### config.mk
export PLATFORM = sky130hd
export DESIGN_NAME = seg7_scan_driver
export DESIGN_NICKNAME = d
export VERILOG_FILES = /design/src/rtl/seg7_pkg.sv /design/src/rtl/hex_to_seg7.sv /design/src/rtl/seg7_scan_driver.sv
export SDC_FILE = /design/constraint.sdc
export NUM_CORES = 1
export LEC_CHECK = 0
export ABC_AREA = 1
export CAP_MARGIN = 20
export CORE_AREA = 2 2 82 84
export DETAILED_ROUTE_END_ITERATION = 8
export DIE_AREA = 0 0 84 86
export HOLD_SLACK_MARGIN = 0.08
export PLACE_DENSITY_LB_ADDON = 0.2
export SLEW_MARGIN = 10
export SYNTH_ARGS = -nofsm -noshare
export SYNTH_HDL_FRONTEND = slang
export SYNTH_SLANG_ARGS = --single-unit
### constraint.sdc
create_clock -name clk -period 6 [get_ports clk]
set_input_delay 1.2 -clock clk [delete_from_list [all_inputs] [get_ports clk]]
set_output_delay 1.2 -clock clk [all_outputs]
set_load 0.05 [all_outputs]
### src/rtl/seg7_pkg.sv
// ============================================================================
//  Module      : seg7_pkg
//  Description : Shared constants for the 4-digit 7-segment scan driver:
//                hex segment table, blank/off patterns and slot state encoding.
//  Revision    : 1.0 - initial release
// ============================================================================
`default_nettype none

package seg7_pkg;

    localparam logic [6:0] SEG_BLANK = 7'h7F;
    localparam logic [3:0] AN_OFF    = 4'hF;

    // Active-low {g,f,e,d,c,b,a}; entry N is the pattern for hex digit N.
    localparam logic [15:0][6:0] SEG_TABLE = {
        7'h0E, 7'h06, 7'h21, 7'h46, 7'h03, 7'h08, 7'h10, 7'h00,
        7'h78, 7'h02, 7'h12, 7'h19, 7'h30, 7'h24, 7'h79, 7'h40
    };

    typedef enum logic [0:0] {
        DEAD = 1'b0,
        ON   = 1'b1
    } scan_state_t;

endpackage

`default_nettype wire

### src/rtl/hex_to_seg7.sv
// ============================================================================
//  Module      : hex_to_seg7
//  Description : Combinational nibble to active-low 7-segment pattern.
//  Revision    : 1.0 - initial release
// ============================================================================
`default_nettype none

module hex_to_seg7 (
    input  logic [3:0] nibble,
    output logic [6:0] seg_n
);
    import seg7_pkg::*;

    assign seg_n = SEG_TABLE[nibble];

endmodule

`default_nettype wire

### src/rtl/seg7_scan_driver.sv
// ============================================================================
//  Module      : seg7_scan_driver
//  Description : Multiplexed 4-digit 7-segment driver with dead-time between
//                digits and frame-boundary double-buffered display updates.
//  Revision    : 1.0 - initial release
// ============================================================================
`default_nettype none

module seg7_scan_driver #(
    parameter int DIGIT_CYCLES = 50000,
    parameter int DEAD_CYCLES  = 500
) (
    input  logic        clk,
    input  logic        rst_n,
    input  logic        load,
    input  logic [15:0] value,
    input  logic [3:0]  dp_in,
    input  logic        blank_lz,
    output logic [6:0]  seg_n,
    output logic        dp_n,
    output logic [3:0]  an_n,
    output logic        frame_done
);
    import seg7_pkg::*;

    localparam int            CW         = $clog2(DIGIT_CYCLES);
    localparam logic [CW-1:0] C_LAST     = CW'(DIGIT_CYCLES - 1);
    localparam logic [CW-1:0] C_DEAD_END = CW'(DEAD_CYCLES - 1);

    scan_state_t   r_state, w_state_nxt;
    logic [CW-1:0] r_cnt, w_cnt_nxt;
    logic [1:0]    r_idx, w_idx_nxt;
    logic          w_last;
    logic          w_frame_end;

    logic [15:0]   r_shd_value, r_act_value;
    logic [3:0]    r_shd_dp, r_act_dp;
    logic          r_shd_blank_lz, r_act_blank_lz;

    logic [3:0]    w_nibble;
    logic [6:0]    w_seg_dec;
    logic          w_lz;
    logic [3:0]    w_an_nxt;
    logic [6:0]    w_seg_nxt;
    logic          w_dp_nxt;
    logic          w_frame_done_nxt;

    logic [6:0]    r_seg_n;
    logic          r_dp_n;
    logic [3:0]    r_an_n;
    logic          r_frame_done;

    assign w_last      = (r_cnt == C_LAST);
    assign w_frame_end = w_last && (r_idx == 2'd3);

    always_ff @(posedge clk or negedge rst_n) begin
        if (!rst_n) begin
            r_state <= DEAD;
            r_cnt   <= '0;
            r_idx   <= 2'd0;
        end else begin
            r_state <= w_state_nxt;
            r_cnt   <= w_cnt_nxt;
            r_idx   <= w_idx_nxt;
        end
    end

    always_comb begin
        w_state_nxt = r_state;
        w_cnt_nxt   = r_cnt + 1'b1;
        w_idx_nxt   = r_idx;
        if (w_last) begin
            w_cnt_nxt   = '0;
            w_idx_nxt   = r_idx + 2'd1;
            w_state_nxt = DEAD;
        end else if (r_state == DEAD && r_cnt == C_DEAD_END) begin
            w_state_nxt = ON;
        end
    end

    // Outputs are decoded from the next slot state so the registered pins
    // line up with the state register; anode and segments share one edge.
    assign w_nibble = r_act_value[{w_idx_nxt, 2'b00} +: 4];

    hex_to_seg7 u_hex_to_seg7 (
        .nibble (w_nibble),
        .seg_n  (w_seg_dec)
    );

    always_comb begin
        w_lz = 1'b0;
        case (w_idx_nxt)
            2'd3:    w_lz = (r_act_value[15:12] == 4'd0);
            2'd2:    w_lz = (r_act_value[15:8]  == 8'd0);
            2'd1:    w_lz = (r_act_value[15:4]  == 12'd0);
            default: w_lz = 1'b0;
        endcase
    end

    always_comb begin
        w_an_nxt  = AN_OFF;
        w_seg_nxt = SEG_BLANK;
        w_dp_nxt  = 1'b1;
        if (w_state_nxt == ON) begin
            w_an_nxt  = ~(4'b0001 << w_idx_nxt);
            w_seg_nxt = (r_act_blank_lz && w_lz) ? SEG_BLANK : w_seg_dec;
            w_dp_nxt  = ~r_act_dp[w_idx_nxt];
        end
    end

    assign w_frame_done_nxt = (w_cnt_nxt == C_LAST) && (w_idx_nxt == 2'd3);

    always_ff @(posedge clk or negedge rst_n) begin
        if (!rst_n) begin
            r_an_n       <= AN_OFF;
            r_seg_n      <= SEG_BLANK;
            r_dp_n       <= 1'b1;
            r_frame_done <= 1'b0;
        end else begin
            r_an_n       <= w_an_nxt;
            r_seg_n      <= w_seg_nxt;
            r_dp_n       <= w_dp_nxt;
            r_frame_done <= w_frame_done_nxt;
        end
    end

    // A load in the boundary cycle bypasses the shadow so it is not lost.
    always_ff @(posedge clk or negedge rst_n) begin
        if (!rst_n) begin
            r_shd_value    <= 16'd0;
            r_shd_dp       <= 4'd0;
            r_shd_blank_lz <= 1'b0;
            r_act_value    <= 16'd0;
            r_act_dp       <= 4'd0;
            r_act_blank_lz <= 1'b0;
        end else begin
            if (load) begin
                r_shd_value    <= value;
                r_shd_dp       <= dp_in;
                r_shd_blank_lz <= blank_lz;
            end
            if (w_frame_end) begin
                r_act_value    <= load ? value    : r_shd_value;
                r_act_dp       <= load ? dp_in    : r_shd_dp;
                r_act_blank_lz <= load ? blank_lz : r_shd_blank_lz;
            end
        end
    end

    assign seg_n      = r_seg_n;
    assign dp_n       = r_dp_n;
    assign an_n       = r_an_n;
    assign frame_done = r_frame_done;

endmodule

`default_nettype wire

### After elaboration in Yosys (flattened, before gate mapping)

Memories as Yosys holds them, arrays and structs flattened.
Index checks and enable logic that the tools add are counted.

| operators by class | value |
|---|---|
| $add $sub $neg | 2 |
| magnitude comparators | 2 |
| eq/ne operators | 7 |
| shifts and indexed selects | 2 |
| mux-type cells | 15 |
| bitwise gates (word level) | 3 |
| reduce and logical (&&, ||, !) cells | 7 |

Operator list:

| operator | count |
|---|---|
| $eq 16x16->1 const B | 2 |
| $mux 16 | 2 |
| $mux 7 | 3 |
| $add 16x1->16 const B | 1 |
| $eq 16x9->1 const B | 1 |
| $shiftx 16x5->4 | 1 |
| $logic_not 12->1 | 1 |
| $logic_not 8->1 | 1 |
| $mux 4 | 2 |
| $eq 2x2->1 const B | 3 |
| $lt 4x5->1 const B | 1 |
| $mux 1 | 5 |
| $logic_and 1x1->1 | 4 |
| $logic_not 4->1 | 1 |
| $not 4->4 | 1 |
| $shl 1x2->4 const A | 1 |
| $lt 2x3->1 const B | 1 |
| $pmux 1 s3 | 1 |
| $add 2x1->2 const B | 1 |
| $bmux 1 s2 | 1 |
| $eq 2x1->1 const B | 1 |
| $mux 2 | 1 |
| $not 1->1 | 2 |

| storage, ports and cells | value |
|---|---|
| bits in registers | 74 |
| memory bits (read-only) | 112 |
| output and inout port bits | 13 |
| logic and storage cells | 52 |
| memories kept | 1 |

Memories:

| name | words | bits a word | rd ports | clocked after memory_dff | write ports | RTL line | source |
|---|---|---|---|---|---|---|---|
| (name not given) | 16 | 7 | 1 | 0 | 0 | hex_to_seg7.sv:14 | `assign seg_n = SEG_TABLE[nibble];` |

### Depth between registers and ports, before layout

| depth | value |
|---|---|
| depth in word-level cells | 7 |
| gate-level depth with buffers | 18 |

### Modules after synthesis

From an unflattened synthesis, not the netlist that was laid out.

| second synthesis, totals | value |
|---|---|
| cell total of the unflattened synthesis | 424 |
| area, all modules | 3,774.9 sq um |

By module, submodules not included:

| module | instances | cells an instance | area each (sq um) |
|---|---|---|---|
| seg7_scan_driver | 1 | 375 | 3,500.9 |
| hex_to_seg7 | 1 | 49 | 274.0 |

### Worst setup path after synthesis

No wires, ideal clock.

| timing | value |
|---|---|
| kind | flip-flop to flip-flop |
| from | register r_cnt[0] |
| to | register r_seg_n[0], in the netlist seg_n[0] |
| setup time | 0.087 ns |
| data arrival time | 2.142 ns |
| slack | 3.771 ns |
| cell stages (with the launch flop) | 16 |
| buffers on the path | 1 |
| path through | dfrtp_1 > ha_1 > nand3_4 > nor2_4 > nand2_2 > nand2_2 > nand2_4 > buf_12 > nand3_1 > nand2_2 > nor2_4 > inv_1 > ha_1 > nand3b_1 > nand3_1 > nand3_1 |

| between the ends | value |
|---|---|
| word-level cells in the longest chain between the ends | 7 |
| elaborated cells on any way between the ends | 16 |

RTL lines:

| what | RTL line | source |
|---|---|---|
| start, declared | seg7_scan_driver.sv:31 | `logic [CW-1:0] r_cnt, w_cnt_nxt;` |
| start signal, assigned | seg7_scan_driver.sv:63 | `r_cnt <= w_cnt_nxt;` |
| $eq 16x16->1 (*) | seg7_scan_driver.sv:53 | `assign w_last = (r_cnt == C_LAST);` |
| $mux 2 (*) | seg7_scan_driver.sv:72 | `if (w_last) begin` |
| via w_idx_nxt[0] | seg7_scan_driver.sv:32 | `logic [1:0] r_idx, w_idx_nxt;` |
| $shiftx 16x5->4, or another cell as far along | seg7_scan_driver.sv:83 | `assign w_nibble = r_act_value[{w_idx_nxt, 2'b00} +: 4];` |
| $mem_v2 16x7 / $pmux 1 s3 (equally long branches) | n/a |  |
| $mux 7 (implied by the code) / $logic_and 1x1->1 (equally long branches) | hex_to_seg7.sv:14, seg7_scan_driver.sv:106 |  |
| $mux 7 (*) | seg7_scan_driver.sv:106 | `w_seg_nxt = (r_act_blank_lz && w_lz) ? SEG_BLANK : w_seg_dec;` |
| $mux 7 (*) | seg7_scan_driver.sv:104 | `if (w_state_nxt == ON) begin` |
| via w_seg_nxt[0] | seg7_scan_driver.sv:44 | `logic [6:0] w_seg_nxt;` |
| end signal, assigned | seg7_scan_driver.sv:121 | `r_seg_n <= w_seg_nxt;` |
| end, declared | seg7_scan_driver.sv:48 | `logic [6:0] r_seg_n;` |

Mark *: on every way through the listed nets, which the timed path passes. The rest lies on a longest branch. The select of a mux whose other input is x is not followed.
A chain may end at the register's enable or synchronous reset.

### Final worst setup path

| timing | value |
|---|---|
| from | register r_dp_n, in the netlist dp_n |
| to | output dp_n |

RTL lines:

| what | RTL line | source |
|---|---|---|
| start, declared | seg7_scan_driver.sv:49 | `logic r_dp_n;` |
| start signal, assigned | seg7_scan_driver.sv:122 | `r_dp_n <= w_dp_nxt;` |
| end, declared | seg7_scan_driver.sv:20 | `output logic dp_n,` |

No word-level cell between the ends.

==> impl_metrics.toml <==
[layout]
finalNetCount = 507
final_common_cell = "nand2_1"
fin_util_pct = 69.6
area_growth_pct = 15.7
n_antenna_cell = 0
drive_gt1_share_pct = 18.3
most-common-layout-cells = "nand2_1 (150), dfrtp_1 (62), inv_1 (41)"
finalNonFillerCells = 557
finalInstanceArea_mm2 = 0.00437

[die]
placementRows = 29
io_pins = 37
dieWidth_um = 84
die_h_um = 86
start_util_pct = 60.1
die-area_mm2 = 0.00722
coreArea_mm2 = 0.00628

[clock_tree]
cts_hold_buf = 0
cts_buffers = 9
postCtsSetupRepairBufs = 0
h-tree-depth = 3
cts.sinks = 74
cts_resized = 0
clock_path_buffers = 2
cts_tree = "done"
clk_latency_ps = 340
clkSlewWorstSetupHoldPaths_ps = 80
cts-root-buf = "clkbuf_8"

[yosys]
synth-seq-cells = 74
syn_avg_cell_area_um2 = 8.70
synth.distinct_cells = 35
synth_cells = 434
yosysWarningCount = 0
synth_area_mm2 = 0.00377
seq_area_frac_synth_pct = 49.5
synth_edf_count = 0
mappedNetlistNets = 466
synth_ff_type = "dfrtp_1"
ys_async_sr_fraction_pct = 100

[grt]
grt_pass1_vias = 2847
grt_pass1_wl_mm = 12.9
grtUsageTotal_pct = 22.5
grt-ovfl-total = 0
grt_start_max_net_pins = 75
antenna_found_initial = 0

[run_status]
status = "finished clean"

[timing]
min_period_over_period_pct = 47.8
rsz0062_at_grt = "false"
setup_viol = 0
hold_viol_final = 0
max_freq_mhz = 349
relSlewSlack_pct = 35.4
worstMarginPinSlew_ps = 967
fin_hold_ws_ps = 470
skew_ps = 7.87
min_period_ps = 2870
slew_viol_final = 0
tns_ps = 0

[routing]
drc = 0
drt_iter0_drc = 170
ant_nets = 0
vias = 2864
wl_mm = 7.38
drt-pass1-iter-count = 4
viasPerCell = 5.14
wl_per_cell_um = 13.3

[power]
pwr-share-clk_pct = 38.3
p_int_uw = 742
peakVddDrop_v = 0.000145
switching_power_uw = 237
p_leak_uw = 0.00221
netSwitchingFraction_pct = 24.2
combPwrFrac_pct = 7.7
power_density_mw_per_mm2 = 224
p_seq_share_pct = 54.0

[worst_setup_path]
crit_start = "dp_n"
worstReg2RegEnd = "r_act_value[12]"
end_kind = "output port"
slowest_delay_ps = 810
rr_startpoint = "r_cnt[0]"
crit_required_ps = 4800
cp.depth = 1
crit_family = "buffers and inverters"
path_class = "reg2out"
crit_path_start_kind = "flip-flop"
reg2reg_slack_ps = 3410
worst-path-buf-inv = 1
critPathSlowestCell = "clkdlybuf4s50_1"
arrival_ps = 1670
reg2reg_depth = 7
crit_path_max_fanout = 1
path_cells = "clkdlybuf4s50_1"
critPathCapture = "dp_n"

[min_path]
hp-class = "reg2reg"

[run]
maxCapViolations = 0

[placed_design]
numPortBuffers = 36
dp.cells = 541
dpl_cell_area_mm2 = 0.00418
place_congestion = 0.858
hpwl_mm = 5.31
[power by group through the flow]
| stage | logic [µW] | registers, µW | clock network (µW) |
|---|---|---|---|
| floorplan | 41.8 | 534 | 0 |
| global placement | 72.5 | 538 | 0 |
| detailed placement | 76.2 | 538 | 0 |
| CTS | 76.4 | 529 | 378 |
| global route | 86.4 | 531 | 401 |
| finish | 75.1 | 529 | 375 |
[registers in the layout (all words and copies together) (netlist names)]
signal,count
an_n,4
dp_n,1
frame_done,1
r_act_blank_lz,1
r_act_dp,4
r_act_value,16
r_cnt,16
r_idx,2
r_shd_blank_lz,1
r_shd_dp,4
r_shd_value,16
r_state,1
seg_n,7
[cell type report]
class	instances	area [µm²]
multi-input combinational	309	1690
tap	77	96.3
clock inverter	5	55.1
timing repair buffer	38	370
clock buffer	11	131
fill	498	1910
inverter	43	161
sequential	74	1870
[synth_stat cells, types with 2 or more instances]
master	count	area share [%]
mux2_2	21	6.3
o21ai_0	5	0.66
o21bai_1	2	0.40
dfstp_2	12	8.4
nor2_1	30	3.0
inv_1	41	4.1
xor2_1	4	0.93
nand2_4	6	1.8
a22oi_1	2	0.40
buf_1	2	0.20
dfrtp_1	62	41
nand2_1	150	15
buf_4	2	0.40
nand4_1	2	0.33
ha_1	8	2.7
nand3b_1	2	0.40
nor2_2	9	1.5
nand2_2	14	2.3
nor2_4	2	0.60
nand3_1	40	5.3
nand3_2	2	0.53
inv_2	2	0.20
clkbuf_1	2	0.20
[how the worst min path moves through the flow]
| stage | from | endpoint | slack (ps) | cells past startpoint |
|---|---|---|---|---|
| after floorplan | r_shd_blank_lz | r_shd_blank_lz | 430 | 2 |
| after global placement | r_shd_value[12] | r_shd_value[12] | 450 | 2 |
| after detailed placement | r_shd_value[8] | r_shd_value[8] | 450 | 2 |
| after CTS | r_shd_value[8] | r_shd_value[8] | 470 | 2 |
| after global routing | r_shd_value[0] | r_shd_value[0] | 500 | 2 |
| final | r_shd_value[8] | r_shd_value[8] | 470 | 2 |
[per-layer routing]
| layer | vias up | global-route usage, % | wire length (µm) |
|---|---|---|---|
| li1 | 1444 | - | - |
| met1 | 1346 | 29.2 | 3340 |
| met2 | 61 | 38.0 | 3670 |
| met3 | 13 | 3.85 | 250 |
| met4 | 0 | 8.65 | 119 |
| met5 | - | 0 | 0 |
[cells by family after synthesis]
kind of cell             Yosys count  share of synthesized area (%)
AO/OA/AOI/OAI                     13                           2.49
AND/OR/NAND/NOR                  263                           32.3
multiplexers                      21                           6.26
flip-flops                        74                           49.5
buffers and inverters             51                           5.90
XOR/XNOR                           4                          0.928
adder cells (fa/ha/maj)            8                           2.65
[metrics by stage]
stage,power (µW),setup WS [ps]
floorplan,576,3770
global placement,611,3180
detailed placement,614,3110
CTS,984,3120
global route,1020,3090
finish,980,3130
[worst min-delay path: stages (launching register included)]
cell and delay, ps:
dfrtp_1 320, nand2_1 50, nand2_1 60
Note: power is estimated with default switching activity, not from simulation.
